==> src/rtl/bram_port_ctrl.sv <==
// Front-end for a read-first, 1-cycle-latency true-dual-port BRAM: port A serves reads,
// port B serves writes and the zeroing sweep, with handshakes and write-to-read forwarding.
module bram_port_ctrl #(
    parameter int unsigned DATA_WIDTH     = 88,
    parameter int unsigned DEPTH          = 1024,
    parameter int unsigned ADDR_WIDTH     = 10,
    parameter bit          CLEAR_ON_RESET = 1'b1
) (
    input  logic                  clka,
    input  logic                  aresetn,
    input  logic                  clear_req,
    output logic                  busy_clearing,
    input  logic                  rd_req_valid,
    output logic                  rd_req_ready,
    input  logic [ADDR_WIDTH-1:0] rd_addr,
    output logic                  rd_resp_valid,
    input  logic                  rd_resp_ready,
    output logic [DATA_WIDTH-1:0] rd_resp_data,
    input  logic                  wr_valid,
    output logic                  wr_ready,
    input  logic [ADDR_WIDTH-1:0] wr_addr,
    input  logic [DATA_WIDTH-1:0] wr_data,
    output logic [ADDR_WIDTH-1:0] bram_addra,
    output logic                  bram_ena,
    output logic                  bram_wea,
    input  logic [DATA_WIDTH-1:0] bram_douta,
    output logic [ADDR_WIDTH-1:0] bram_addrb,
    output logic                  bram_enb,
    output logic                  bram_web,
    output logic [DATA_WIDTH-1:0] bram_dinb
);

    typedef enum logic {
        S_IDLE  = 1'b0,
        S_CLEAR = 1'b1
    } state_t;

    localparam state_t                RESET_STATE = CLEAR_ON_RESET ? S_CLEAR : S_IDLE;
    localparam logic [ADDR_WIDTH-1:0] LAST_ADDR   = ADDR_WIDTH'(DEPTH - 1);

    state_t                state_q, state_d;
    logic [ADDR_WIDTH-1:0] cnt_q, cnt_d;
    logic                  rvalid_q, rvalid_d;
    logic                  fwd_flag_q, fwd_flag_d;
    logic [DATA_WIDTH-1:0] fwd_data_q, fwd_data_d;

    logic clearing;
    logic idle;
    logic rd_fire;
    logic wr_fire;

    // Gated with aresetn so the reset-time CLEAR state shows nothing until release.
    assign clearing = (state_q == S_CLEAR) && aresetn;
    assign idle     = (state_q == S_IDLE) && aresetn;

    assign busy_clearing = clearing;
    assign wr_ready      = idle;
    assign rd_req_ready  = idle && (!rvalid_q || rd_resp_ready);
    assign wr_fire       = wr_valid && wr_ready;
    assign rd_fire       = rd_req_valid && rd_req_ready;

    assign bram_addra    = rd_addr;
    assign bram_ena      = rd_fire;
    assign bram_wea      = 1'b0;

    assign rd_resp_valid = rvalid_q;
    assign rd_resp_data  = fwd_flag_q ? fwd_data_q : bram_douta;

    always_comb begin
        state_d = state_q;
        cnt_d   = cnt_q;
        case (state_q)
            S_IDLE: begin
                if (clear_req) begin
                    state_d = S_CLEAR;
                    cnt_d   = '0;
                end
            end
            S_CLEAR: begin
                if (clear_req) begin
                    cnt_d = '0;
                end else if (cnt_q == LAST_ADDR) begin
                    state_d = S_IDLE;
                    cnt_d   = '0;
                end else begin
                    cnt_d = cnt_q + 1'b1;
                end
            end
            default: begin
                state_d = S_IDLE;
                cnt_d   = '0;
            end
        endcase
    end

    always_comb begin
        bram_enb   = 1'b0;
        bram_web   = 1'b0;
        bram_addrb = '0;
        bram_dinb  = '0;
        if (clearing) begin
            bram_enb   = 1'b1;
            bram_web   = 1'b1;
            bram_addrb = cnt_q;
        end else if (wr_fire) begin
            bram_enb   = 1'b1;
            bram_web   = 1'b1;
            bram_addrb = wr_addr;
            bram_dinb  = wr_data;
        end
    end

    // Forward state only moves on a new accept, so a stalled response keeps its snapshot.
    always_comb begin
        rvalid_d   = rvalid_q;
        fwd_flag_d = fwd_flag_q;
        fwd_data_d = fwd_data_q;
        if (rd_fire) begin
            rvalid_d   = 1'b1;
            fwd_flag_d = wr_fire && (wr_addr == rd_addr);
            if (wr_fire && (wr_addr == rd_addr)) begin
                fwd_data_d = wr_data;
            end
        end else if (rd_resp_ready) begin
            rvalid_d = 1'b0;
        end
    end

    always_ff @(posedge clka or negedge aresetn) begin
        if (!aresetn) begin
            state_q    <= RESET_STATE;
            cnt_q      <= '0;
            rvalid_q   <= 1'b0;
            fwd_flag_q <= 1'b0;
            fwd_data_q <= '0;
        end else begin
            state_q    <= state_d;
            cnt_q      <= cnt_d;
            rvalid_q   <= rvalid_d;
            fwd_flag_q <= fwd_flag_d;
            fwd_data_q <= fwd_data_d;
        end
    end

endmodule
==> config.mk <==
export PLATFORM = sky130hd
export DESIGN_NAME = bram_port_ctrl
export DESIGN_NICKNAME = d
export VERILOG_FILES = /design/src/rtl/bram_port_ctrl.sv
export SDC_FILE = /design/constraint.sdc
export NUM_CORES = 1
export LEC_CHECK = 0
export ABC_AREA = 1
export BUFFER_PORTS_ARGS = -buffer_cell sky130_fd_sc_hd__buf_4
export CORE_AREA = 5 5 155 157
export DETAILED_ROUTE_END_ITERATION = 10
export DIE_AREA = 0 0 160 162
export PLACE_DENSITY = 0.63
export SLEW_MARGIN = 10
export SYNTH_ARGS = -nofsm -noshare
export SYNTH_HDL_FRONTEND = slang
export SYNTH_SLANG_ARGS = --single-unit
==> constraint.sdc <==
create_clock -name clka -period 2.7 [get_ports clka]
set_clock_uncertainty 0.2 [all_clocks]
set_input_delay 0.54 -clock clka [delete_from_list [all_inputs] [get_ports clka]]
set_output_delay 0.54 -clock clka [all_outputs]
set_load 0.005 [all_outputs]
==> qor.yml <==
outcome: "finished, final reports clean"
coreArea_mm2: 0.0224
drc: 0
overflow: 0
r2r_slack_ns: 0.69
cts_setup_buffers: 0
post-route-util: 0.438
hpwl_um: 18000
power_mw: 3.34
tightest_slew_ns: 0.710
layout.cells.non_filler: 1497
max_freq_mhz: 393
rsz0062_at_grt: "false"
layout-drive-gt1-share: 0.435
post_dp_cell_area_mm2: 0.00951
crit_family: "buffers and inverters"
final_cell_mix: "buf_4 (409), nand2_1 (243), inv_1 (119)"
fin_crit_ns: 2.54
synth_seq_cells: 101
drt-total-wl_um: 23300
syn_nets: 1045
drv_slew: 0
syn_to_final_growth_pct: 56.4
final.setup.tns_ns: 0
fin_crit_sh: 0.942
path_max_fanout: 89
ys_seq_area_frac: 0.403
cts_max_level: 3
drtAntennaViolNets: 0
cts_buffers: 9
ys_types: 27
ctsResizeCount: 0
r2r_start: "state_q"
routed-via-count: 6565
start_kind: "flop"
rows: 55
seq_area_mm2: 0.00253
grt_pass1_wl_um: 36500
cts.clk_slew.worst_paths_ns: 0.07
io_buffer_count: 404
initial_core_util: 0.280
finish.instance_area_mm2: 0.00980
io_pins: 406
die_w_um: 160
reg2reg_depth: 6
vdd_ir_drop_max_uv: 218
grt_pass1_vias: 6797
drtIter0Drc: 344
cpPeakStageDelay_ns: 0.42
cts_tree: "yes"
hp-class: "input port to asynchronous set/reset pin"
cp_slowest_cell: "dfrtp_4"
routedWlPerCell_um: 15.5
antennaDiodeCount: 0
via_per_inst: 4.39
r2r-end: "fwd_data_q[53]"
setup.worst_path.class: "flop to output pin"
synth_warnings: 0
die_area_mm2: 0.0259
die_h_um: 162
power_density_mw_per_mm2: 341
timing.slew.headroom: 0.527
place_congestion: 0.819
grt_max_degree: 90
setup_viol: 0
worstSetupEndpointType: "output pin"
layout_commonest_cell: "buf_4"
leakage_nw: 5.75
path_buf_inv: 2
grt_antenna_before_repair: 0
finalHoldViolations: 0
syn_area_mm2: 0.00627
cts_buffer_depth: 2
maxCapViolations: 0
drt_pre_antenna_iters: 4
grt_usage: 0.171
crit_chain: "buf_12, mux2_2, buf_4"
nFillCells: 2279
synth.avg_cell_area_um2: 7.44
clock-sinks: 101
crit_required_ns: 1.96
syn_inst: 842
placed_cells: 1481
insertion_delay_ns: 0.34
root_buffer: "clkbuf_16"
cp.arrival_ns: 1.80
nets: 1411
multi_input_area_mm2: 0.00299
[worst reg2reg max path, cell delays in order, from the launching register on]
cell	delay, ns
dfstp_2	0.42
nor2_2	0.16
nand3_1	0.20
nor2_4	0.21
buf_4	0.46
nand3_1	0.20
nand2_1	0.10
[cell families (layout without fill, tap and decap cells)]
kind of cell,count (synthesis),count (layout),synth area share
compound gates,19,19,0.0166
xor+xnor,5,5,0.00699
fa+ha+maj,1,1,0.00200
buf+inv,182,552,0.122
flops,101,101,0.403
mux,88,88,0.158
other cells,1,1,0.000598
simple gates,445,445,0.290
[sequential cells by signal (all words and copies together), names as in the netlist]
| signal | flops |
|---|---|
| cnt_q | 10 |
| fwd_data_q | 88 |
| rd_resp_valid | 1 |
| state_q | 1 |
| fwd_flag_q | 1 |
[through the flow]
stage | setup WS [ns] | hold slack [ns]
final | 0.156 | 0.176
after floorplan | 0.322 | 0.0444
after global placement | 0.371 | 0.203
after detailed placement | 0.350 | 0.203
after global routing | 0.0985 | 0.204
after CTS | 0.172 | 0.183
[layer usage]
metal  GRT usage  vias to the layer above  share of wire
li1            -                     3308              -
met1       0.211                     2985           0.42
met2       0.300                      255           0.50
met3      0.0515                       17          0.074
met4      0.0348                        0          0.011
met5           0                        -              0
[area by class of cell]
type / instances / share of cell area
Clock buffer: 11 / 0.0258
Timing Repair Buffer: 415 / 0.324
Tap cell: 285 / 0.0364
Inverter: 122 / 0.0467
Sequential cell: 101 / 0.258
Clock inverter: 4 / 0.00332
Multi-Input combinational cell: 559 / 0.305
[power breakdown]
group	internal [mW]	leakage, nW	total [mW]	switching (mW)
sequential	1.52	1.40	1.52	0.00433
combinational	0.351	4.21	0.573	0.221
clock	0.676	0.134	1.25	0.574
total	2.54	5.75	3.34	0.800
[synthesized netlist by cell type (all sizes together)]
cell,instances,share of area
o21ai,13,0.010
dfrtp,100,0.40
buf,31,0.032
nand4,2,0.0020
dfstp,1,0.0042
inv,122,0.073
o22ai,4,0.0040
conb,1,0.00060
xnor2,2,0.0028
nand3,96,0.077
xor2,3,0.0042
nor2,102,0.063
clkbuf,29,0.017
mux2,88,0.16
a21oi,1,0.00080
o41ai,1,0.0014
and3,1,0.0010
ha,1,0.0020
nand2,244,0.15
[worst max path at each step]
stage / from / to / slack (ns) / cells after the start
final: fwd_flag_q / rd_resp_data[31] / 0.16 / 3
after global routing: state_q / bram_addrb[2] / 0.1 / 5
after CTS: fwd_flag_q / rd_resp_data[52] / 0.17 / 3
after detailed placement: aresetn / fwd_data_q[16] / 0.35 / 8
after global placement: aresetn / fwd_data_q[48] / 0.37 / 8
after floorplan: state_q / bram_web / 0.32 / 7
[repair_timing]
action                                  CTS  global route
endpoints found under the hold margin     6             0
endpoints found under the setup margin    0             0
hold buffers                              1             0
No activity file was read; power rests on OpenSTA's default activity.
